**config.mk**
```make
export PLATFORM = sky130hd
export DESIGN_NAME = orb_fast_detect_param
export DESIGN_NICKNAME = d
export VERILOG_FILES = /design/src/rtl/orb_fast_pkg.sv /design/src/rtl/fast_arc_check.sv /design/src/rtl/orb_fast_detect_param.sv
export SDC_FILE = /design/constraint.sdc
export NUM_CORES = 1
export LEC_CHECK = 0
export ABC_CLOCK_PERIOD_IN_PS = 6100
export CAP_MARGIN = 25
export CELL_PAD_IN_SITES_DETAIL_PLACEMENT = 0
export CELL_PAD_IN_SITES_GLOBAL_PLACEMENT = 1
export CORE_UTILIZATION = 33
export CTS_CLUSTER_SIZE = 25
export DETAILED_ROUTE_END_ITERATION = 10
export GPL_TIMING_DRIVEN = 0
export PLACE_DENSITY_LB_ADDON = 0.1
export SYNTH_ARGS = -nofsm -noshare
export SYNTH_HDL_FRONTEND = slang
export SYNTH_HIERARCHICAL = 1
export SYNTH_SLANG_ARGS = --single-unit
```
**constraint.sdc**
```tcl
create_clock -name clk -period 6.1 [get_ports clk]
set_input_delay 1.525 -clock clk [delete_from_list [all_inputs] [get_ports clk]]
set_output_delay 1.525 -clock clk [all_outputs]
set_load 0.02 [all_outputs]
```
**src/rtl/orb_fast_pkg.sv**
```systemverilog
// Shared types and constants for the FAST-N corner detector: FSM states and the r=3 Bresenham circle.
package orb_fast_pkg;

  localparam int CIRCLE_PTS = 16;
  localparam int BORDER     = 3;

  typedef enum logic [2:0] {
    IDLE,
    SCAN,
    FETCH,
    DRAIN,
    EVAL,
    WRITE,
    DONE
  } state_t;

  // Index 0 is straight up (0,-3), walking clockwise with y growing downward.
  function automatic logic signed [3:0] circ_dx(input logic [3:0] idx);
    case (idx)
      4'd0, 4'd8:        circ_dx = 4'sd0;
      4'd1, 4'd7:        circ_dx = 4'sd1;
      4'd2, 4'd6:        circ_dx = 4'sd2;
      4'd3, 4'd4, 4'd5:  circ_dx = 4'sd3;
      4'd9, 4'd15:       circ_dx = -4'sd1;
      4'd10, 4'd14:      circ_dx = -4'sd2;
      default:           circ_dx = -4'sd3;
    endcase
  endfunction

  function automatic logic signed [3:0] circ_dy(input logic [3:0] idx);
    case (idx)
      4'd4, 4'd12:       circ_dy = 4'sd0;
      4'd5, 4'd11:       circ_dy = 4'sd1;
      4'd6, 4'd10:       circ_dy = 4'sd2;
      4'd3, 4'd13:       circ_dy = -4'sd1;
      4'd2, 4'd14:       circ_dy = -4'sd2;
      4'd0, 4'd1, 4'd15: circ_dy = -4'sd3;
      default:           circ_dy = 4'sd3;
    endcase
  endfunction

endpackage

```
**src/rtl/fast_arc_check.sv**
```systemverilog
// Flags a circular run of at least ARC_LEN set bits in a 16-bit circle mask (run may wrap 15->0).
module fast_arc_check
  import orb_fast_pkg::*;
#(
  parameter int ARC_LEN = 9
) (
  input  logic [CIRCLE_PTS-1:0] i_mask,
  output logic                  o_hit
);

  logic [2*CIRCLE_PTS-1:0] w_dup;

  // Doubling the mask turns every wrapping run into a plain window.
  assign w_dup = {i_mask, i_mask};

  always_comb begin
    o_hit = 1'b0;
    for (int s = 0; s < CIRCLE_PTS; s++) begin
      o_hit = o_hit | (&w_dup[s +: ARC_LEN]);
    end
  end

endmodule

```
**src/rtl/orb_fast_detect_param.sv**
```systemverilog
// FAST-N corner detector: raster-scans CONV_RAM and writes a 1-bit corner map to FAST_RAM.
// Defining FAST_COUNT_EN adds a corner_count output holding the number of corners in the last frame.
module orb_fast_detect_param
  import orb_fast_pkg::*;
#(
  parameter int X_MAX       = 400,
  parameter int Y_MAX       = 400,
  parameter int PIXEL_DEPTH = 8,
  parameter int ARC_LEN     = 9
) (
  input  logic                         clk,
  input  logic                         n_rst,
  input  logic                         start,
  input  logic [$clog2(X_MAX):0]       img_w,
  input  logic [$clog2(Y_MAX):0]       img_h,
  input  logic [PIXEL_DEPTH-1:0]       threshold,
  output logic                         busy,
  output logic                         done,
  output logic [$clog2(X_MAX):0]       x_addr,
  output logic [$clog2(Y_MAX):0]       y_addr,
  output logic                         ren,
  input  logic [PIXEL_DEPTH-1:0]       rdat,
  output logic [$clog2(X_MAX):0]       x_addr_fast,
  output logic [$clog2(Y_MAX):0]       y_addr_fast,
  output logic                         wen_fast,
  output logic                         wdat_fast
`ifdef FAST_COUNT_EN
  ,
  output logic [$clog2(X_MAX*Y_MAX):0] corner_count
`endif
);

  localparam int XW  = $clog2(X_MAX) + 1;
  localparam int YW  = $clog2(Y_MAX) + 1;
  localparam int XW1 = XW + 1;
  localparam int YW1 = YW + 1;
  localparam int PW1 = PIXEL_DEPTH + 1;

  state_t                 r_state, w_next;
  logic [XW-1:0]          r_w, r_x, w_nx, w_ax;
  logic [YW-1:0]          r_h, r_y, w_ny, w_ay;
  logic [PIXEL_DEPTH-1:0] r_t, r_centre;
  logic [PIXEL_DEPTH-1:0] r_circ [CIRCLE_PTS];
  logic [4:0]             r_idx, r_rd_idx;
  logic                   r_rd_vld, r_corner;
  logic signed [3:0]      w_dx, w_dy;
  logic                   w_last_x, w_last, w_cur_border, w_nxt_border;
  logic [CIRCLE_PTS-1:0]  w_bright, w_dark;
  logic                   w_hit_b, w_hit_d;

  function automatic logic is_border(input logic [XW-1:0] x, input logic [YW-1:0] y,
                                     input logic [XW-1:0] w, input logic [YW-1:0] h);
    is_border = (x < XW'(BORDER)) || (y < YW'(BORDER)) ||
                (({1'b0, x} + XW1'(BORDER)) >= {1'b0, w}) ||
                (({1'b0, y} + YW1'(BORDER)) >= {1'b0, h});
  endfunction

  assign w_last_x     = (r_x == r_w - XW'(1));
  assign w_last       = w_last_x && (r_y == r_h - YW'(1));
  assign w_nx         = w_last_x ? '0 : r_x + XW'(1);
  assign w_ny         = w_last_x ? r_y + YW'(1) : r_y;
  assign w_cur_border = is_border(r_x, r_y, r_w, r_h);
  assign w_nxt_border = is_border(w_nx, w_ny, r_w, r_h);

  // Read slot 0 is the centre; slot k (1..16) is circle point k-1. Interior pixels never leave the image.
  assign w_dx = (r_idx == 5'd0) ? 4'sd0 : circ_dx(r_idx[3:0] - 4'd1);
  assign w_dy = (r_idx == 5'd0) ? 4'sd0 : circ_dy(r_idx[3:0] - 4'd1);
  assign w_ax = r_x + XW'(w_dx);
  assign w_ay = r_y + YW'(w_dy);

  // Comparisons carry one extra bit so c+t and p+t never wrap.
  always_comb begin
    w_bright = '0;
    w_dark   = '0;
    for (int i = 0; i < CIRCLE_PTS; i++) begin
      w_bright[i] = PW1'(r_circ[i]) > (PW1'(r_centre) + PW1'(r_t));
      w_dark[i]   = (PW1'(r_circ[i]) + PW1'(r_t)) < PW1'(r_centre);
    end
  end

  fast_arc_check #(.ARC_LEN(ARC_LEN)) u_arc_bright (.i_mask(w_bright), .o_hit(w_hit_b));
  fast_arc_check #(.ARC_LEN(ARC_LEN)) u_arc_dark   (.i_mask(w_dark),   .o_hit(w_hit_d));

  // CONV_RAM read handshake: ren with x_addr/y_addr in cycle k, rdat is taken at the end of cycle k+1.
  always_comb begin
    w_next      = r_state;
    busy        = 1'b0;
    done        = 1'b0;
    ren         = 1'b0;
    wen_fast    = 1'b0;
    wdat_fast   = 1'b0;
    x_addr      = '0;
    y_addr      = '0;
    x_addr_fast = '0;
    y_addr_fast = '0;
    case (r_state)
      IDLE: if (start) w_next = SCAN;
      SCAN: begin
        busy   = 1'b1;
        w_next = is_border('0, '0, r_w, r_h) ? WRITE : FETCH;
      end
      FETCH: begin
        busy   = 1'b1;
        ren    = 1'b1;
        x_addr = w_ax;
        y_addr = w_ay;
        if (r_idx == 5'd16) w_next = DRAIN;
      end
      DRAIN: begin
        busy   = 1'b1;
        w_next = EVAL;
      end
      EVAL: begin
        busy   = 1'b1;
        w_next = WRITE;
      end
      WRITE: begin
        busy        = 1'b1;
        wen_fast    = 1'b1;
        wdat_fast   = r_corner & ~w_cur_border;
        x_addr_fast = r_x;
        y_addr_fast = r_y;
        if (w_last) w_next = DONE;
        else        w_next = w_nxt_border ? WRITE : FETCH;
      end
      DONE: begin
        done   = 1'b1;
        w_next = IDLE;
      end
      default: w_next = IDLE;
    endcase
  end

  always_ff @(posedge clk or negedge n_rst) begin
    if (!n_rst) begin
      r_state  <= IDLE;
      r_w      <= '0;
      r_h      <= '0;
      r_t      <= '0;
      r_x      <= '0;
      r_y      <= '0;
      r_idx    <= '0;
      r_rd_idx <= '0;
      r_rd_vld <= 1'b0;
      r_centre <= '0;
      r_corner <= 1'b0;
      for (int i = 0; i < CIRCLE_PTS; i++) r_circ[i] <= '0;
    end else begin
      r_state  <= w_next;
      r_idx    <= (r_state == FETCH) ? r_idx + 5'd1 : 5'd0;
      r_rd_vld <= (r_state == FETCH);
      r_rd_idx <= r_idx;
      if (r_rd_vld) begin
        if (r_rd_idx == 5'd0) r_centre <= rdat;
        else                  r_circ[r_rd_idx[3:0] - 4'd1] <= rdat;
      end
      if (r_state == IDLE && start) begin
        r_w <= img_w;
        r_h <= img_h;
        r_t <= threshold;
        r_x <= '0;
        r_y <= '0;
      end
      if (r_state == WRITE && !w_last) begin
        r_x <= w_nx;
        r_y <= w_ny;
      end
      if (r_state == EVAL) r_corner <= w_hit_b | w_hit_d;
    end
  end

`ifdef FAST_COUNT_EN
  localparam int CW = $clog2(X_MAX*Y_MAX) + 1;
  logic [CW-1:0] r_count;

  always_ff @(posedge clk or negedge n_rst) begin
    if (!n_rst)                         r_count <= '0;
    else if (r_state == IDLE && start)  r_count <= '0;
    else if (wen_fast && wdat_fast)     r_count <= r_count + CW'(1);
  end

  assign corner_count = r_count;
`endif

endmodule

```
# Word-level counts from Yosys, hierarchy flattened

Memory sizes are Yosys's and may differ from the RTL's.
Index checks and enable logic that the tools add are counted.

Word-level logic and storage cells: 224
Memories kept: 2
Bits of input ports: 39
Memory bits (read-only): 128
Flip-flop bits (word level): 199
Output and inout port bits: 45

Add/subtract/negate cells: 30
$lt $le $gt $ge: 42
Reductions and logical operators: 52
Bitwise operators: 35
Equality and inequality tests: 11
Multiplexer cells: 25

Memories:

| name            | words | bits a word | rd ports | clocked after memory_dff | write ports | RTL line           | RTL |
|---|---|---|---|---|---|---|---|
| (no name shown) | 16    | 4           | 1        | 0                        | 0           | orb_fast_pkg.sv:31 | `case (idx)` |
| (no name shown) | 16    | 4           | 1        | 0                        | 0           | orb_fast_pkg.sv:19 | `case (idx)` |

Operator list:

| kind                  | count |
|---|---|
| $reduce_and 9->1      | 32 |
| $add 8x8->9           | 17 |
| $gt 8x9->1            | 16 |
| $lt 9x8->1            | 16 |
| $bwmux 128            | 1 |
| $mux 10               | 9 |
| $add 10x2->11 const B | 4 |
| $ge 11x10->1          | 4 |
| $lt 10x2->1 const B   | 4 |
| $demux 8 s4           | 1 |
| $or 1x1->1            | 31 |
| $add 10x1->10 const B | 2 |
| $add 10x10->10        | 2 |
| $eq 10x10->1          | 2 |
| $sub 10x1->10 const B | 2 |
| $pmux 3 s5            | 1 |
| $mux 3                | 4 |
| $logic_not 5->1       | 2 |
| $eq 3x3->1 const B    | 3 |
| $mux 4                | 2 |
| $mux 8                | 1 |
| $sub 4x1->4 const B   | 2 |
| $eq 3x2->1 const B    | 2 |
| $logic_or 1x1->1      | 6 |
| other kinds (18)      | 29 |

# Depth between registers and ports, before layout

Gate-level depths: netlist of the first run.

Depth after elaboration: 19
Depth in mapped cells: 23

# By module

The synthesis of the first run kept the hierarchy.

By module, submodules not included:

| module                | times used | area an instance (µm²) | cells each | seq. area each (µm²) |
|---|---|---|---|---|
| orb_fast_detect_param | 1          | 21110.2                | 2257       | 4979.8 |
| fast_arc_check        | 2          | 147.6                  | 26         | 0.0 |

# Least setup slack after synthesis of the first run

OpenSTA, ideal clock, no wires.

Kind: reg2out
Start: register r_idx[0]
End: output x_addr[9]
Setup slack: 0.867 ns
Cell stages (with the launch flop): 17
Arrival: 3.708 ns
Buffers on the path: 1
Required time: 4.575 ns
Cells stage by stage: dfrtp_1 > clkbuf_1 > inv_1 > ha_1 > nor2b_1 > nor2_1 > a211oi_1 > ha_1 > a21oi_1 > o21bai_1 > a21oi_1 > o21bai_1 > a21oi_1 > o21bai_1 > a21oi_1 > xnor2_1 > nor2_1

Word-level cells in the longest chain between the ends: 5
Elaborated cells on any way between the ends: 6
Those cells by class: add/sub (2); mux (2); reduce/logical (1); memory (1)

Ends and longest elaborated chain:

| element                | RTL line                     | RTL |
|---|---|---|
| from (decl)            | orb_fast_detect_param.sv:44  | `logic [4:0] r_idx, r_rd_idx;` |
| from (signal assigned) | orb_fast_detect_param.sv:150 | `r_idx <= (r_state == FETCH) ? r_idx + 5'd1 : 5'd0;` |
| $sub 4x1->4            | orb_fast_detect_param.sv:66  | `assign w_dx = (r_idx == 5'd0) ? 4'sd0 : circ_dx(r_idx[3:0] - 4'd1);` |
| $mem_v2 16x4           | -                            |  |
| $mux 4 (*)             | orb_fast_detect_param.sv:66  |  |
| $add 10x10->10 (*)     | orb_fast_detect_param.sv:68  | `assign w_ax = r_x + XW'(w_dx);` |
| $mux 10 (*)            | orb_fast_detect_param.sv:96  | `case (r_state)` |
| to (decl)              | orb_fast_detect_param.sv:19  | `output logic [$clog2(X_MAX):0] x_addr,` |

Every way passes the cells marked *; elsewhere a longest branch is shown, timed or not.

# Worst setup path after layout of the first run

Ends and elaborated chain as after synthesis.

==> results of run 1 <==
worst max-delay path by stage:
stage / startpoint / end / slack (ns) / depth (start not counted)
2_1_floorplan: r_idx[0]$_DFF_PN0_ / x_addr[9] / 0.87 / 16
3_3_place_gp: n_rst / r_h[6]$_DFFE_PN0P_ / -5.96 / 1
3_5_place_dp: r_idx[0]$_DFF_PN0_ / y_addr[9] / -0.47 / 18
4_1_cts: r_idx[0]$_DFF_PN0_ / y_addr[9] / -0.11 / 19
5_1_grt: r_idx[0]$_DFF_PN0_ / y_addr[9] / -0.01 / 18
6_report: r_idx[0]$_DFF_PN0_ / x_addr[9] / 0.31 / 20
layer usage:
layer  up-vias  wire length (microns)  share of wire (%)  track usage (%)
met5         -                      0                  0                0
met4         0                   1695                2.4            6.564
met3        77                   1637                2.3            2.392
met2       276                  34550                 49            37.46
met1      8443                  32710                 46            27.99
li1       8600                      -                  -                -
power by group through the flow:
| stage | clock network, mW | logic (mW) | registers [mW] |
|---|---|---|---|
| after floorplan | 0 | 6.41 | 1.78 |
| after global placement | 0 | 8.94 | 2.12 |
| after detailed placement | 0 | 10.0 | 2.02 |
| after CTS | 1.25 | 10.1 | 2.00 |
| after global routing | 1.30 | 11.3 | 2.02 |
| final | 1.20 | 10.0 | 1.98 |
what timing repair did:
item                                    4_1_cts  5_1_grt
endpoints found under the setup margin       15       12
setup buffers                                 1       13
gates resized for setup                      22       28
pin swaps                                     1        5
hold endpoints to repair                      0        0
registers in the layout, indices dropped and copies added (netlist names):
signal    count
r_centre      8
r_circ      128
r_corner      1
r_h          10
r_idx         5
r_rd_idx      5
r_rd_vld      1
r_state       3
r_t           8
r_w          10
r_x          10
r_y          10
cells by family (layout without fill, tap and decap cells):
group           Yosys count  after routing  synth area share, %
other cells               0              1                    0
simple gates            593            593                14.99
buf+inv                 177            333                3.133
xor+xnor                198            198                8.101
fa+ha+maj               467            467                27.96
compound gates          520            520                14.43
mux                     155            155                8.113
flops                   199            199                23.26
critical path, stage by stage, from the launching register on:
cell,delay (ns)
sky130_fd_sc_hd__dfrtp_1,0.38
sky130_fd_sc_hd__clkbuf_4,0.18
sky130_fd_sc_hd__nor3_2,0.23
sky130_fd_sc_hd__xnor2_2,0.20
sky130_fd_sc_hd__buf_4,0.20
sky130_fd_sc_hd__nor3_1,0.05
sky130_fd_sc_hd__a21oi_1,0.17
sky130_fd_sc_hd__o21bai_1,0.11
sky130_fd_sc_hd__a21oi_2,0.20
sky130_fd_sc_hd__ha_1,0.26
sky130_fd_sc_hd__a21o_1,0.17
sky130_fd_sc_hd__a21oi_2,0.16
sky130_fd_sc_hd__o21bai_1,0.09
sky130_fd_sc_hd__a21oi_2,0.18
sky130_fd_sc_hd__o21bai_1,0.11
sky130_fd_sc_hd__a21oi_2,0.19
sky130_fd_sc_hd__o21bai_1,0.09
sky130_fd_sc_hd__a21oi_2,0.21
sky130_fd_sc_hd__xnor2_1,0.11
sky130_fd_sc_hd__nor2_2,0.15
sky130_fd_sc_hd__clkdlybuf4s15_2,0.29
metrics by stage:
| stage | cells | util, % | worst slack, ns | TNS [ns] | hold WS (ns) |
|---|---|---|---|---|---|
| detailed placement | 3275 | 37.22 | -0.4694 | -1.863 | 0.3754 |
| floorplan | 2309 | - | 0.8673 | 0 | 0.3519 |
| global placement | 3247 | 36.28 | -5.960 | -1182.21 | 0.3641 |
| global route | 3320 | 38.47 | -0.009576 | -0.009576 | 0.5317 |
| CTS | 3307 | 38.22 | -0.1097 | -0.1097 | 0.3885 |
| finish | 3321 | 38.48 | 0.3149 | 0 | 0.5028 |
layout make-up:
type,instances,area [sq um],share of cell area [%]
Antenna cell,1,2.502,0.01013
Multi-Input combinational cell,1933,15910,64.39
Inverter,124,465.4,1.883
Clock inverter,12,115.1,0.4657
Sequential cell,199,4989,20.18
Timing Repair Buffer,126,1486,6.014
Buffer,51,207.7,0.8404
Clock buffer,20,466.7,1.888
Tap cell,855,1070,4.328
cell usage in the layout, fill, tap and decap left out, drive strengths merged, types with 67 or more instances in the layout:
master and instances:
nor2 144, clkbuf 67, clkdlybuf4s50 77, xnor2 148
o21ai 150, ha 448, nand2 78, nor2b 95
a21oi 195, nand2b 81, inv 129, dfrtp 199
mux2 148
==> report_table.html, run 1 <==
<table>
<tr><th>Metric</th><th>Value</th></tr>
<tr><th colspan="2">Outcome</th></tr>
<tr><td>Result of the run</td><td>finished, final reports clean</td></tr>
<tr><th colspan="2">Routing</th></tr>
<tr><td>Routed vias</td><td>17400</td></tr>
<tr><td>Number of remaining DRC errors</td><td>0</td></tr>
<tr><td>Number of vias per cell</td><td>5.238</td></tr>
<tr><td>DRC marker count from the first detailed-route iteration</td><td>812</td></tr>
<tr><td>Drt first pass iters</td><td>5</td></tr>
<tr><td>Average wire length per cell after detail routing</td><td>21.26 microns</td></tr>
<tr><td>Routed wire length</td><td>70590 microns</td></tr>
<tr><td>DRT antenna net count</td><td>0</td></tr>
<tr><th colspan="2">Die</th></tr>
<tr><td>Row count</td><td>93</td></tr>
<tr><td>Width of the die</td><td>256.7 microns</td></tr>
<tr><td>Standard cell core area</td><td>64230 sq um</td></tr>
<tr><td>Total Die Area</td><td>65890 sq um</td></tr>
<tr><td>Effective utilization at floorplan</td><td>33.33%</td></tr>
<tr><td>Ports</td><td>84</td></tr>
<tr><td>Die Ht</td><td>256.7 microns</td></tr>
<tr><th colspan="2">Pwr</th></tr>
<tr><td>Fraction of power consumed by sequential logic</td><td>15.0%</td></tr>
<tr><td>VDD IR-drop max</td><td>0.3340 mV</td></tr>
<tr><td>Int Power</td><td>6.389 mW</td></tr>
<tr><td>Switching power</td><td>6.847 mW</td></tr>
<tr><td>PwrDens</td><td>535.5 nW/um^2</td></tr>
<tr><td>Clk pwr share</td><td>9.1%</td></tr>
<tr><td>Switching share of total power</td><td>51.73%</td></tr>
<tr><td>Combinational share of power</td><td>75.9%</td></tr>
<tr><td>Leakage power summed over all cells</td><td>11.79 nW</td></tr>
<tr><td>Total design power</td><td>13.24 mW</td></tr>
<tr><th colspan="2">Yosys</th></tr>
<tr><td>Post-synthesis average cell area</td><td>9.270 sq um</td></tr>
<tr><td>Number of synthesized register bits</td><td>199</td></tr>
<tr><td>Post-synth top area share</td><td>26.19%</td></tr>
<tr><td>Main synth FF type</td><td>sky130_fd_sc_hd__dfrtp_1</td></tr>
<tr><td>Cell taking the most area after synthesis</td><td>sky130_fd_sc_hd__ha_1</td></tr>
<tr><td>Post-synthesis cell count</td><td>2309</td></tr>
<tr><td>Async set-or-reset flop fraction in the synthesized netlist</td><td>100.0%</td></tr>
<tr><td>Count of flip-flops with a built-in enable after synthesis</td><td>0</td></tr>
<tr><td>Net count after synthesis</td><td>2815</td></tr>
<tr><td>Sequential fraction of the synthesis area</td><td>23.26%</td></tr>
<tr><td>Synth cell count leaders</td><td>sky130_fd_sc_hd__ha_1, sky130_fd_sc_hd__dfrtp_1, sky130_fd_sc_hd__a21oi_1, sky130_fd_sc_hd__mux2_2, sky130_fd_sc_hd__xnor2_1</td></tr>
<tr><td>Synthesized cell area</td><td>21410 sq um</td></tr>
<tr><td>Yosys warning total</td><td>6</td></tr>
<tr><td>Library cells used by synthesis</td><td>66</td></tr>
<tr><td>Largest cells by area after synthesis</td><td>sky130_fd_sc_hd__ha_1, sky130_fd_sc_hd__dfrtp_1, sky130_fd_sc_hd__mux2_2, sky130_fd_sc_hd__xnor2_1, sky130_fd_sc_hd__a21oi_1</td></tr>
<tr><td>Cell with the most instances after synthesis</td><td>sky130_fd_sc_hd__ha_1</td></tr>
<tr><th colspan="2">CTS</th></tr>
<tr><td>Cell at the root of the clock tree</td><td>sky130_fd_sc_hd__clkbuf_16</td></tr>
<tr><td>Total clock buffers created by CTS</td><td>17</td></tr>
<tr><td>H-tree Lvls</td><td>4</td></tr>
<tr><td>Hold-fix buffer count after cts</td><td>0</td></tr>
<tr><td>Clk pin slew, worst setup/hold paths</td><td>0.08 ns</td></tr>
<tr><td>Clock tree from TritonCTS</td><td>yes</td></tr>
<tr><td>Maximum root-to-sink buffer count</td><td>2</td></tr>
<tr><td>Worst-Skew Late Latency</td><td>0.50 ns</td></tr>
<tr><td>CTS sink cnt</td><td>199</td></tr>
<tr><th colspan="2">Final layout</th></tr>
<tr><td>Fill cells</td><td>6511</td></tr>
<tr><td>Layout overhead on the synthesized area</td><td>15.46%</td></tr>
<tr><td>Post-route cell area</td><td>24720 sq um</td></tr>
<tr><td>Share of post-route cells with drive strength above 1</td><td>11.81%</td></tr>
<tr><td>Number of nets in the layout</td><td>2958</td></tr>
<tr><th colspan="2">Timing</th></tr>
<tr><td>Slew headroom</td><td>31.25%</td></tr>
<tr><td>Highest achievable clock rate</td><td>172.9 MHz</td></tr>
<tr><td>Min Tclk post-route</td><td>5.785 ns</td></tr>
<tr><td>Final critical-path share of the clock period</td><td>94.84%</td></tr>
<tr><td>Unrepaired setup endpoints after global routing</td><td>true</td></tr>
<tr><td>Pin slew with the least headroom to its limit</td><td>1.031 ns</td></tr>
<tr><td>Number of endpoints with negative hold slack in the final report</td><td>0</td></tr>
<tr><td>Layout Skew</td><td>0.008425 ns</td></tr>
<tr><td>Final setup violation count</td><td>0</td></tr>
<tr><td>Max-slew violations</td><td>0</td></tr>
<tr><th colspan="2">Placed design</th></tr>
<tr><td>Detailed Place HPWL</td><td>53360 microns</td></tr>
<tr><td>Port Buffers</td><td>83</td></tr>
<tr><td>Area after DPL</td><td>23910 sq um</td></tr>
<tr><td>Routability cong.</td><td>0.8670</td></tr>
<tr><th colspan="2">Worst setup path</th></tr>
<tr><td>Crit path DAT</td><td>4.26 ns</td></tr>
<tr><td>Worst reg2reg path startpoint</td><td>r_t[0]$_DFFE_PN0P_</td></tr>
<tr><td>CP Data Required Time</td><td>4.58 ns</td></tr>
<tr><td>Critical R2R Capture</td><td>r_corner$_DFFE_PN0N_</td></tr>
<tr><td>Worst Reg-to-Reg Cells</td><td>18</td></tr>
<tr><td>Category of the worst setup path capture point</td><td>primary output</td></tr>
<tr><td>R2R Setup Slk</td><td>0.44 ns</td></tr>
<tr><td>Critical path start-end classification</td><td>reg2out</td></tr>
<tr><td>Element type at the critical path start</td><td>flop</td></tr>
<tr><td>Worst-path fanout max</td><td>8</td></tr>
<tr><th colspan="2">GRT</th></tr>
<tr><td>Global-route wire length before repair</td><td>106900 microns</td></tr>
<tr><td>Grt total ovfl</td><td>0</td></tr>
<tr><td>Via count of the first global-routing pass</td><td>17340</td></tr>
<tr><td>Antenna violations before repair</td><td>0</td></tr>
<tr><td>Maximum number of pins on one net before global-route repair</td><td>103</td></tr>
<tr><td>Gr usage total</td><td>21.61%</td></tr>
<tr><th colspan="2">Hold path</th></tr>
<tr><td>Number of cells traversed by the worst hold path</td><td>0</td></tr>
<tr><td>Worst hold path endpoint</td><td>r_rd_idx[4]$_DFF_PN0_</td></tr>
<tr><td>Worst min path class</td><td>reg2reg</td></tr>
<tr><td>Worst min-delay path startpoint</td><td>r_idx[4]$_DFF_PN0_</td></tr>
<tr><th colspan="2">Flow run</th></tr>
<tr><td>Count of maximum capacitance violations</td><td>0</td></tr>
</table>
Power figures use the tool's default switching activity.
==> inputs of run 2 (changes only) <==
--- a/config.mk
+++ b/config.mk
@@ -6,14 +6,14 @@
 export NUM_CORES = 1
 export LEC_CHECK = 0
 export ABC_CLOCK_PERIOD_IN_PS = 6100
-export CAP_MARGIN = 25
 export CELL_PAD_IN_SITES_DETAIL_PLACEMENT = 0
 export CELL_PAD_IN_SITES_GLOBAL_PLACEMENT = 1
 export CORE_UTILIZATION = 33
 export CTS_CLUSTER_SIZE = 25
 export DETAILED_ROUTE_END_ITERATION = 10
 export GPL_TIMING_DRIVEN = 0
-export PLACE_DENSITY_LB_ADDON = 0.1
+export PLACE_DENSITY_LB_ADDON = 0.12
+export SLEW_MARGIN = 20
 export SYNTH_ARGS = -nofsm -noshare
 export SYNTH_HDL_FRONTEND = slang
 export SYNTH_HIERARCHICAL = 1
==> run 2 against run 1 <==
  * Critical path depth shrank 1
  * Clock skew rose by 0.0066 ns
  * Setup slack worse by 0.064 ns
  * Non-clock buffer count shrank 16
  * Fmax down 1.1%
  * Final area is 0.69% lower
  * Sequential share of layout area rose by 0.16 points
  * Sequential power is essentially flat
  * Total power shrank 0.82%
  * Register-to-register slack about the same
  * Critical path type unchanged
  * Largest power group unchanged
  * Highest routed layer unchanged
==> report_table.html, run 2 (synthesis gave the netlist of run 1 again) <==
<table>
<tr><th>Metric</th><th>Value</th></tr>
<tr><th colspan="2">Outcome</th></tr>
<tr><td>Result of the run</td><td>finished, final reports clean</td></tr>
<tr><th colspan="2">CTS</th></tr>
<tr><td>Cell at the root of the clock tree</td><td>sky130_fd_sc_hd__clkbuf_16</td></tr>
<tr><td>CTS sink cnt</td><td>199 (unchanged)</td></tr>
<tr><td>Maximum root-to-sink buffer count</td><td>2 (unchanged)</td></tr>
<tr><td>H-tree Lvls</td><td>4 (unchanged)</td></tr>
<tr><td>Clk pin slew, worst setup/hold paths</td><td>0.08 ns (about the same)</td></tr>
<tr><td>Worst-Skew Late Latency</td><td>0.50 ns (about the same)</td></tr>
<tr><td>Total clock buffers created by CTS</td><td>17 (unchanged)</td></tr>
<tr><td>Hold-fix buffer count after cts</td><td>0 (unchanged)</td></tr>
<tr><td>Clock tree from TritonCTS</td><td>yes</td></tr>
<tr><th colspan="2">Routing</th></tr>
<tr><td>Average wire length per cell after detail routing</td><td>21.07 microns (-0.86%)</td></tr>
<tr><td>Drt first pass iters</td><td>5 (unchanged)</td></tr>
<tr><td>DRC marker count from the first detailed-route iteration</td><td>775 (-4.6%)</td></tr>
<tr><td>Routed vias</td><td>17250 (-0.82%)</td></tr>
<tr><td>DRT antenna net count</td><td>0 (unchanged)</td></tr>
<tr><td>Number of remaining DRC errors</td><td>0 (unchanged)</td></tr>
<tr><td>Number of vias per cell</td><td>5.222 (-0.31%)</td></tr>
<tr><td>Routed wire length</td><td>69630 microns (-1.4%)</td></tr>
<tr><th colspan="2">Die</th></tr>
<tr><td>Ports</td><td>84 (unchanged)</td></tr>
<tr><td>Die Ht</td><td>256.7 microns (unchanged)</td></tr>
<tr><td>Effective utilization at floorplan</td><td>33.33% (unchanged)</td></tr>
<tr><td>Standard cell core area</td><td>64230 sq um (unchanged)</td></tr>
<tr><td>Width of the die</td><td>256.7 microns (unchanged)</td></tr>
<tr><td>Row count</td><td>93 (unchanged)</td></tr>
<tr><td>Total Die Area</td><td>65890 sq um (unchanged)</td></tr>
<tr><th colspan="2">Placed design</th></tr>
<tr><td>Port Buffers</td><td>83 (unchanged)</td></tr>
<tr><td>Total placed cells including tap cells</td><td>3266 (-0.27%)</td></tr>
<tr><td>Detailed Place HPWL</td><td>52560 microns (-1.5%)</td></tr>
<tr><td>Routability cong.</td><td>0.8336 (-3.9%)</td></tr>
<tr><th colspan="2">GRT</th></tr>
<tr><td>Via count of the first global-routing pass</td><td>17720 (+2.1%)</td></tr>
<tr><td>Gr usage total</td><td>21.62% (about the same)</td></tr>
<tr><td>Grt total ovfl</td><td>0 (unchanged)</td></tr>
<tr><td>Global-route wire length before repair</td><td>106800 microns (about the same)</td></tr>
<tr><td>Antenna violations before repair</td><td>1 (+1)</td></tr>
<tr><td>Maximum number of pins on one net before global-route repair</td><td>76 (-26%)</td></tr>
<tr><th colspan="2">Worst setup path</th></tr>
<tr><td>Critical-path cell with the highest stage delay</td><td>sky130_fd_sc_hd__dfrtp_1</td></tr>
<tr><td>Sequence of cells on the critical path</td><td>buf_4, inv_1, ha_1, nor2b_2, nor2_4, a32oi_1, a21oi_2, ha_1, a21o_1, a21oi_2, o21bai_1, a21oi_2, o21bai_1, a21oi_2, o21bai_1, a21oi_1, xnor2_1, nor2_2, clkdlybuf4s15_2</td></tr>
<tr><td>Slowest cell delay on critical path</td><td>0.36 ns (-0.02 ns)</td></tr>
<tr><td>Critical path start-end classification</td><td>reg2out</td></tr>
<tr><td>Delay-heaviest family, CP</td><td>compound AO/OA/AOI/OAI gates</td></tr>
<tr><td>Worst-path fanout max</td><td>8 (unchanged)</td></tr>
<tr><td>CP Data Required Time</td><td>4.58 ns (about the same)</td></tr>
<tr><td>Element type at the critical path start</td><td>flop</td></tr>
<tr><td>Category of the worst setup path capture point</td><td>primary output</td></tr>
<tr><td>Buffer and inverter count on the worst path</td><td>3 (unchanged)</td></tr>
<tr><td>Most prevalent standard cell on the critical path</td><td>sky130_fd_sc_hd__a21oi_2</td></tr>
<tr><td>Crit path DAT</td><td>4.32 ns (+0.06 ns)</td></tr>
<tr><th colspan="2">Final layout</th></tr>
<tr><td>Fill cells</td><td>6479 (-0.49%)</td></tr>
<tr><td>Max reg flops</td><td>128 (unchanged)</td></tr>
<tr><td>Share of post-route cells with drive strength above 1</td><td>11.68% (-0.13 points)</td></tr>
<tr><td>Commonest cells after routing, fill and taps aside</td><td>sky130_fd_sc_hd__ha_1, sky130_fd_sc_hd__dfrtp_1, sky130_fd_sc_hd__a21oi_1</td></tr>
<tr><td>Util after Layout</td><td>38.21% (-0.26 points)</td></tr>
<tr><td>Register with the most flip-flops</td><td>r_circ</td></tr>
<tr><td>Most common cell after layout, fill and taps aside</td><td>sky130_fd_sc_hd__ha_1</td></tr>
<tr><td>Layout overhead on the synthesized area</td><td>14.67%</td></tr>
<tr><td>Number of nets in the layout</td><td>2942 (-0.54%)</td></tr>
<tr><td>Ant. Diodes</td><td>0 (-1)</td></tr>
<tr><td>Final instance count without filler cells</td><td>3304 (-0.51%)</td></tr>
<tr><th colspan="2">Pwr</th></tr>
<tr><td>Total design power</td><td>13.13 mW (-0.82%)</td></tr>
<tr><td>Leakage power summed over all cells</td><td>11.69 nW (-0.81%)</td></tr>
<tr><td>VDD IR-drop max</td><td>0.4165 mV (+25%)</td></tr>
<tr><td>PwrDens</td><td>534.8 nW/um^2 (-0.13%)</td></tr>
<tr><th colspan="2">Timing</th></tr>
<tr><td>Final setup violation count</td><td>0 (unchanged)</td></tr>
<tr><td>Unrepaired setup endpoints after global routing</td><td>false</td></tr>
<tr><td>Final critical-path share of the clock period</td><td>95.89% (+1.1 points)</td></tr>
<tr><td>Layout Skew</td><td>0.01503 ns (+0.006610 ns)</td></tr>
<tr><td>Setup TNS Final</td><td>0 ns (unchanged)</td></tr>
<tr><td>Max-slew violations</td><td>0 (unchanged)</td></tr>
<tr><td>Slew headroom</td><td>22.67% (-8.6 points)</td></tr>
<tr><td>Number of endpoints with negative hold slack in the final report</td><td>0 (unchanged)</td></tr>
<tr><td>Highest achievable clock rate</td><td>171.0 MHz (-1.1%)</td></tr>
<tr><td>Pin slew with the least headroom to its limit</td><td>1.160 ns (+0.1288 ns)</td></tr>
<tr><td>Min Tclk post-route</td><td>5.850 ns (+0.06441 ns)</td></tr>
<tr><th colspan="2">Hold path</th></tr>
<tr><td>Worst min path class</td><td>reg2reg</td></tr>
<tr><th colspan="2">Flow run</th></tr>
<tr><td>Count of maximum capacitance violations</td><td>0 (unchanged)</td></tr>
</table>
run 2: final cells by class:
| type | count | area [sq um] | share of cell area (%) |
|---|---|---|---|
| buffer | 51 | 210.2 | 0.8564 |
| clock buffer | 17 | 425.4 | 1.733 |
| clock inverter | 15 | 190.2 | 0.7748 |
| inverter | 124 | 465.4 | 1.896 |
| multi-input combinational | 1933 | 15940 | 64.95 |
| sequential | 199 | 4992 | 20.34 |
| tap | 855 | 1070 | 4.358 |
| timing repair buffer | 110 | 1249 | 5.087 |
run 2: stage by stage:
step	area [sq um]	setup WS (ns)	hold slack, ns
2_1_floorplan	21410	0.8673	0.3519
5_1_grt	24540	0.003187	0.5232
3_3_place_gp	23310	-6.031	0.3613
3_5_place_dp	23750	-0.4537	0.3616
4_1_cts	24450	0.0002318	0.3785
6_report	24540	0.2505	0.5064
run 2: routing by layer:
| metal | vias to the layer above | global-route usage [%] | part of all wire [%] |
|---|---|---|---|
| li1 | 8568 | - | - |
| met1 | 8324 | 27.63 | 46 |
| met2 | 277 | 37.46 | 49 |
| met3 | 84 | 2.718 | 2.8 |
| met4 | 0 | 7.027 | 2.7 |
| met5 | - | 0 | 0 |
run 2: repair_timing:
item                                    CTS  global route
pin swaps                                 4             6
buffers inserted                          2             6
hold endpoints to repair                  0             0
endpoints found under the setup margin   13            11
gates resized for setup                  30            20
run 2: worst paths after layout:
path | start | endpoint | slack [ns] | cells past startpoint
worst max-delay path | r_idx[0]$_DFF_PN0_ | x_addr[9] | 0.25 | 19
worst min-delay path | r_idx[4]$_DFF_PN0_ | r_rd_idx[4]$_DFF_PN0_ | 0.51 | 0
worst max register to register | r_centre[0]$_DFFE_PN0P_ | r_corner$_DFFE_PN0N_ | 0.44 | 17
min in group asynchronous | n_rst | r_circ[64]$_DFFE_PN0P_ | 0.95 | 1
worst min register to register | r_idx[4]$_DFF_PN0_ | r_rd_idx[4]$_DFF_PN0_ | 0.51 | 0
max in group asynchronous | n_rst | r_t[1]$_DFFE_PN0P_ | 4.33 | 2
run 2: power breakdown:
| part | internal, mW | switching (mW) |
|---|---|---|
| registers | 1.49 | 0.487 |
| logic | 4.20 | 5.69 |
| clock network | 0.655 | 0.608 |
run 2: worst register-to-register path, stage by stage (launching register included):
cell and delay (ns):
sky130_fd_sc_hd__dfrtp_1 0.73, sky130_fd_sc_hd__ha_2 0.38, sky130_fd_sc_hd__fa_1 0.42, sky130_fd_sc_hd__a21o_1 0.19
sky130_fd_sc_hd__a21oi_1 0.28, sky130_fd_sc_hd__o21bai_1 0.11, sky130_fd_sc_hd__a21oi_1 0.31, sky130_fd_sc_hd__o21bai_1 0.14
sky130_fd_sc_hd__a21oi_2 0.60, sky130_fd_sc_hd__clkbuf_1 0.72, sky130_fd_sc_hd__o21ai_0 0.23, sky130_fd_sc_hd__nor2_1 0.48
sky130_fd_sc_hd__o22ai_1 0.20, sky130_fd_sc_hd__nor4_2 0.31, sky130_fd_sc_hd__a21oi_1 0.10, sky130_fd_sc_hd__nand3_1 0.10
sky130_fd_sc_hd__nor2_1 0.12, sky130_fd_sc_hd__a31oi_1 0.18
==> inputs of run 3 (changes only) <==
--- a/config.mk
+++ b/config.mk
@@ -12,7 +12,8 @@
 export CTS_CLUSTER_SIZE = 25
 export DETAILED_ROUTE_END_ITERATION = 10
 export GPL_TIMING_DRIVEN = 0
-export PLACE_DENSITY_LB_ADDON = 0.12
+export PLACE_DENSITY = 0.67
+export SKIP_LAST_GASP = 1
 export SLEW_MARGIN = 20
 export SYNTH_ARGS = -nofsm -noshare
 export SYNTH_HDL_FRONTEND = slang
==> run 3 against run 2 <==
  * Total power is 2.4% lower
  * Worst hold slack worse by 0.062 ns
  * Register-to-register slack worse by 0.06 ns
  * Critical path depth is 1 higher
  * Sequential cell count stayed put
  * Sequential power hardly changed
  * Critical endpoint is now x_addr[8]
  * Largest cell class unchanged
==> report_table.html, run 3 (synthesis gave the netlist of run 1 again) <==
<table>
<tr><th>Metric</th><th>Value</th></tr>
<tr><th colspan="2">Final layout</th></tr>
<tr><td>Layout overhead on the synthesized area</td><td>13.99%</td></tr>
<tr><td>Util after Layout</td><td>37.99% (-0.23 points)</td></tr>
<tr><td>Fill cells</td><td>6452 (-0.42%)</td></tr>
<tr><td>Seq. cell area</td><td>4992 sq um (unchanged)</td></tr>
<tr><td>Share of post-route cells with drive strength above 1</td><td>11.47% (-0.20 points)</td></tr>
<tr><td>Multi-input logic area</td><td>15940 sq um (about the same)</td></tr>
<tr><td>Number of nets in the layout</td><td>2942 (unchanged)</td></tr>
<tr><td>Ant. Diodes</td><td>0 (unchanged)</td></tr>
<tr><td>Register with the most flip-flops</td><td>r_circ</td></tr>
<tr><td>Most common cell after layout, fill and taps aside</td><td>sky130_fd_sc_hd__ha_1</td></tr>
<tr><td>Commonest cells after routing, fill and taps aside</td><td>sky130_fd_sc_hd__ha_1, sky130_fd_sc_hd__dfrtp_1, sky130_fd_sc_hd__a21oi_1</td></tr>
<tr><td>Max reg flops</td><td>128 (unchanged)</td></tr>
<tr><th colspan="2">Timing</th></tr>
<tr><td>Pin slew with the least headroom to its limit</td><td>1.181 ns (+0.02085 ns)</td></tr>
<tr><td>Slew headroom</td><td>21.28% (-1.4 points)</td></tr>
<tr><td>Unrepaired setup endpoints after global routing</td><td>true</td></tr>
<tr><td>Min Tclk post-route</td><td>5.773 ns (-0.07643 ns)</td></tr>
<tr><td>Highest achievable clock rate</td><td>173.2 MHz (+1.3%)</td></tr>
<tr><td>Number of endpoints with negative hold slack in the final report</td><td>0 (unchanged)</td></tr>
<tr><td>Layout Skew</td><td>0.009465 ns (-0.005570 ns)</td></tr>
<tr><td>Final critical-path share of the clock period</td><td>94.64% (-1.3 points)</td></tr>
<tr><td>Final setup violation count</td><td>0 (unchanged)</td></tr>
<tr><td>Max-slew violations</td><td>0 (unchanged)</td></tr>
<tr><th colspan="2">Pwr</th></tr>
<tr><td>VDD IR-drop max</td><td>0.4470 mV (+7.3%)</td></tr>
<tr><td>Leakage power summed over all cells</td><td>11.67 nW (-0.18%)</td></tr>
<tr><td>Switching share of total power</td><td>51.55% (-0.11 points)</td></tr>
<tr><td>Clk pwr share</td><td>9.5% (about the same)</td></tr>
<tr><td>PwrDens</td><td>524.9 nW/um^2 (-1.9%)</td></tr>
<tr><td>Int Power</td><td>6.204 mW (-2.2%)</td></tr>
<tr><td>Combinational share of power</td><td>74.8% (-0.5 points)</td></tr>
<tr><td>Total design power</td><td>12.81 mW (-2.4%)</td></tr>
<tr><td>Switching power</td><td>6.603 mW (-2.6%)</td></tr>
<tr><td>Fraction of power consumed by sequential logic</td><td>15.7% (+0.6 points)</td></tr>
<tr><th colspan="2">Worst setup path</th></tr>
<tr><td>Category of the worst setup path capture point</td><td>primary output</td></tr>
<tr><td>CP Data Required Time</td><td>4.58 ns (about the same)</td></tr>
<tr><td>Crit path DAT</td><td>4.25 ns (-0.07 ns)</td></tr>
<tr><td>Critical-path cell with the highest stage delay</td><td>sky130_fd_sc_hd__dfrtp_1</td></tr>
<tr><td>Critical path start-end classification</td><td>reg2out</td></tr>
<tr><td>Slowest cell delay on critical path</td><td>0.41 ns (+0.05 ns)</td></tr>
<tr><td>Sequence of cells on the critical path</td><td>clkbuf_4, inv_1, ha_2, nor2b_4, nor2_4, buf_4, nor2b_1, a211oi_2, ha_1, fa_1, a21oi_1, o21bai_1, a21oi_1, nor2_1, nor2_1, o21bai_1, a21oi_1, xor2_1, nor2_1, clkbuf_2</td></tr>
<tr><td>Worst-path fanout max</td><td>8 (unchanged)</td></tr>
<tr><td>Element type at the critical path start</td><td>flop</td></tr>
<tr><th colspan="2">CTS</th></tr>
<tr><td>Maximum root-to-sink buffer count</td><td>2 (unchanged)</td></tr>
<tr><td>Worst-Skew Late Latency</td><td>0.51 ns (about the same)</td></tr>
<tr><td>Clock tree from TritonCTS</td><td>yes</td></tr>
<tr><td>CTS sink cnt</td><td>199 (unchanged)</td></tr>
<tr><td>Cell at the root of the clock tree</td><td>sky130_fd_sc_hd__clkbuf_16</td></tr>
<tr><td>Clk pin slew, worst setup/hold paths</td><td>0.07 ns (about the same)</td></tr>
<tr><td>Total clock buffers created by CTS</td><td>17 (unchanged)</td></tr>
<tr><td>H-tree Lvls</td><td>4 (unchanged)</td></tr>
<tr><th colspan="2">Routing</th></tr>
<tr><td>Number of vias per cell</td><td>5.308 (+1.6%)</td></tr>
<tr><td>Average wire length per cell after detail routing</td><td>19.77 microns (-6.2%)</td></tr>
<tr><td>Number of remaining DRC errors</td><td>0 (unchanged)</td></tr>
<tr><td>Routed vias</td><td>17540 (+1.6%)</td></tr>
<tr><td>DRT antenna net count</td><td>0 (unchanged)</td></tr>
<tr><td>Routed wire length</td><td>65330 microns (-6.2%)</td></tr>
<tr><td>Drt first pass iters</td><td>6 (+1)</td></tr>
<tr><td>DRC marker count from the first detailed-route iteration</td><td>964 (+24%)</td></tr>
<tr><th colspan="2">Die</th></tr>
<tr><td>Row count</td><td>93 (unchanged)</td></tr>
<tr><td>Ports</td><td>84 (unchanged)</td></tr>
<tr><td>Total Die Area</td><td>65890 sq um (unchanged)</td></tr>
<tr><td>Standard cell core area</td><td>64230 sq um (unchanged)</td></tr>
<tr><td>Width of the die</td><td>256.7 microns (unchanged)</td></tr>
<tr><td>Die Ht</td><td>256.7 microns (unchanged)</td></tr>
<tr><td>Effective utilization at floorplan</td><td>33.33% (unchanged)</td></tr>
<tr><th colspan="2">Flow run</th></tr>
<tr><td>Count of maximum capacitance violations</td><td>0 (unchanged)</td></tr>
<tr><th colspan="2">GRT</th></tr>
<tr><td>Via count of the first global-routing pass</td><td>18210 (+2.8%)</td></tr>
<tr><td>Antenna violations before repair</td><td>2 (+1)</td></tr>
<tr><td>Grt total ovfl</td><td>0 (unchanged)</td></tr>
<tr><td>Global-route wire length before repair</td><td>102200 microns (-4.3%)</td></tr>
<tr><td>Maximum number of pins on one net before global-route repair</td><td>81 (+6.6%)</td></tr>
<tr><td>Gr usage total</td><td>20.22% (-1.4 points)</td></tr>
<tr><th colspan="2">Placed design</th></tr>
<tr><td>Port Buffers</td><td>83 (unchanged)</td></tr>
<tr><td>Routability cong.</td><td>0.8841 (+6.1%)</td></tr>
<tr><td>Detailed Place HPWL</td><td>48490 microns (-7.7%)</td></tr>
<tr><th colspan="2">Hold path</th></tr>
<tr><td>Worst min path class</td><td>reg2reg</td></tr>
<tr><th colspan="2">Outcome</th></tr>
<tr><td>Result of the run</td><td>finished, final reports clean</td></tr>
</table>
-- run 3: cell types whose count changed in the layout (fill, tap and decap cells not counted), moves of 3 or more --
cell	previous run	this run
sky130_fd_sc_hd__buf_4	9	14
sky130_fd_sc_hd__a21oi_1	184	188
sky130_fd_sc_hd__clkbuf_1	36	40
sky130_fd_sc_hd__buf_16	7	2
sky130_fd_sc_hd__clkinv_4	5	2
sky130_fd_sc_hd__clkbuf_8	0	3
sky130_fd_sc_hd__a21oi_2	11	7
-- run 3: path summary, 6_finish.rpt --
kind,startpoint,endpoint,slack [ns],depth (start not counted)
worst max-delay path,r_idx[0]$_DFF_PN0_,x_addr[8],0.33,20
worst min-delay path,r_idx[0]$_DFF_PN0_,r_rd_idx[0]$_DFF_PN0_,0.44,0
worst max register to register,r_w[1]$_DFFE_PN0P_,r_state[0]$_DFFE_PN0P_,0.38,23
worst min register to register,r_idx[0]$_DFF_PN0_,r_rd_idx[0]$_DFF_PN0_,0.44,0
max in group asynchronous,n_rst,r_t[5]$_DFFE_PN0P_,4.40,2
min in group asynchronous,n_rst,r_w[0]$_DFFE_PN0P_,0.90,1
-- run 3: cell type report --
type,count,area share (%)
multi-input cells,1933,65.32
inverters,124,1.908
well taps,855,4.384
plain buffers,51,0.8512
flip-flops and latches,199,20.46
clock buffers,22,1.943
clock inverters,10,0.4820
repair buffers,110,4.651
-- run 3: what timing repair did --
item	CTS	global route
pin swaps	2	5
endpoints found under the setup margin	15	13
hold endpoints to repair	0	0
gates resized for setup	26	30
setup buffers	1	13
hold buffers	0	0
-- run 3: stage by stage --
| stage | hold WS, ns | std cells | setup TNS (ns) | worst slack, ns | cell area, sq um |
|---|---|---|---|---|---|
| after floorplan | 0.3519 | 2309 | 0 | 0.8673 | 21410 |
| after global placement | 0.3658 | 3247 | -1140.40 | -5.746 | 23310 |
| after detailed placement | 0.3855 | 3260 | -2.464 | -0.4582 | 23580 |
| after CTS | 0.4027 | 3292 | -0.07779 | -0.07779 | 24250 |
| after global routing | 0.4712 | 3304 | -0.06572 | -0.06572 | 24400 |
| final | 0.4448 | 3304 | 0 | 0.3269 | 24400 |
-- run 3: worst max-delay path, delay by kind of cell (launching register included) --
family                     cells  cell delay (ns)
DFF                            1             0.41
adders and majority gates      3             0.86
buffers and inverters          4             0.71
xor gates and xnor gates       1             0.09
AOI/OAI and AO/OA              6             0.83
and+or+nand+nor                6             0.83
-- run 3: power groups by stage --
stage                     clock network, mW  logic [mW]  registers (mW)
after CTS                              1.25        9.60            2.01
after floorplan                           0        6.41            1.78
after global placement                    0        8.65            2.06
final                                  1.21        9.58            2.01
after global routing                   1.30        10.8            2.05
after detailed placement                  0        9.51            2.04
-- run 3: routing by layer --
layer	wire length [microns]	vias to the layer above	GRT usage (%)
met5	29	-	0
met4	1921	4	7.292
met3	2380	106	3.104
met2	31510	367	34.93
met1	29490	8505	25.32
li1	-	8555	-
==> RTL change (config.mk and constraints of run 3) <==
Change the package constant `CIRCLE_PTS` from 16 to 8.
--- a/src/rtl/orb_fast_pkg.sv
+++ b/src/rtl/orb_fast_pkg.sv
@@ -2,5 +2,5 @@
 package orb_fast_pkg;
 
-  localparam int CIRCLE_PTS = 16;
+  localparam int CIRCLE_PTS = 8;
   localparam int BORDER     = 3;
 
Behaviour: no difference found for any inputs over 4 cycles, from zero or initial values and one cycle with n_rst low; that may be too few to reach the edited logic, so the function may still have changed.
==> RTL change against run 3 <==
Sequential share of layout area shrank 0.59 points; global-route usage shrank 0.80 points; sequential power shrank 30%; synthesized area shrank 31%; hold slack gained 0.018 ns; final area shrank 30%; setup slack lost 0.091 ns; combinational power shrank 40%; total power shrank 36%; wire length shrank 35%; final cell count shrank 30%; sequential cell count shrank 64; largest power group unchanged; highest routed layer is now met4.
==> RTL change: results (changes against run 3) <==
status: "finished clean"
syn_nets: 1918  # -32%
met1_usage_pct: 26.0  # +0.64 points
whs_ns: 0.463  # +0.0181 ns
p_leak_uw: 0.00800  # -31%
clock_cell_area_share_pct: 3.44  # +1.0 points
cts_resized: 9  # -65%
n_all_inverters: 98  # -21%
critPathTopFamily: "buffers and inverters"
crit_path_top_delay_cell: "clkdlybuf4s50_1"
fin_skew_ns: 0.0100  # +0.000575 ns
synthXorXnorAreaFrac_pct: 8.40  # +0.30 points
met2_usage_pct: 32.7  # -2.2 points
row_count: 76  # -18%
dp_hpwl_um: 34200  # -30%
nNonClkBuffers: 143  # -11%
via_per_inst: 5.27  # -0.67%
synthCells: 1602  # -31%
period_needed_ns: 5.86  # +0.0908 ns
crit_path_start: "r_x[2]$_DFFE_PN0P_"
r2r_slack_ns: 0.30  # -0.08 ns
synth_mux_area_share_pct: 7.58  # -0.54 points
largest_register_ffs: 64  # -50%
synth_common_cells: "ha_1 (266), dfrtp_1 (135), nor2_1 (118)"
fill_cells: 4386  # -32%
yosysUniqueCellTypes: 85  # +29%
place_area_um2: 16300  # -31%
peakVddDrop_mv: 0.214  # -52%
cts_setup_buffers: 0  # -1
grt_usage_pct: 19.4  # -0.80 points
top_layer: "met4"
numPlacedInstances: 2270  # -30%
setup.worst_path.end: "wdat_fast"
drt_iter0_drc: 610  # -37%
multi_input_comb_cells: 1316  # -32%
gp_congestion: 0.877  # -0.77%
synth_area_leaders: "dfrtp_1 (23%), ha_1 (23%), mux2_2 (7.4%), xnor2_1 (5.9%), a21oi_1 (3.6%)"
multi_input_area_um2: 10800  # -32%
use_met3_pct: 2.09  # -1.0 points
rr_worst_depth: 26  # +13%
drt-total-wl_um: 42700  # -35%
bufAreaShareNonClock_pct: 6.78  # +1.3 points
path_max_fanout: 10  # +2
synth-seq-area-share_pct: 23.0  # -0.26 points
final_core_util_pct: 39.2  # +1.2 points
[RTL change: cell types whose count changed in the layout (fill, tap and decap cells not counted), sizes merged, moves of 27 or more]
| cell | before | now |
|---|---|---|
| a21oi | 195 | 107 |
| dfrtp | 199 | 135 |
| ha | 448 | 266 |
| inv | 126 | 98 |
| mux2 | 148 | 97 |
| nand2 | 78 | 51 |
| nand2b | 81 | 24 |
| nor2b | 95 | 33 |
| o21ai | 150 | 71 |
| xnor2 | 148 | 100 |
[RTL change: logic make-up (layout without fill, tap and decap cells)]
logic type	after synthesis	count (layout)
simple gates	418	418
compound gates	382	382
fa+ha+maj	277	277
buf+inv	151	273
xor+xnor	140	140
flops	135	135
mux	99	99
other cells	0	2
[RTL change: power breakdown]
| group | total (µW) | leakage [µW] | internal, µW | switching, µW |
|---|---|---|---|---|
| logic | 5770 | 0.00599 | 2560 | 3210 |
| registers | 1410 | 0.00171 | 1060 | 353 |
| clock network | 1060 | 0.000293 | 641 | 418 |
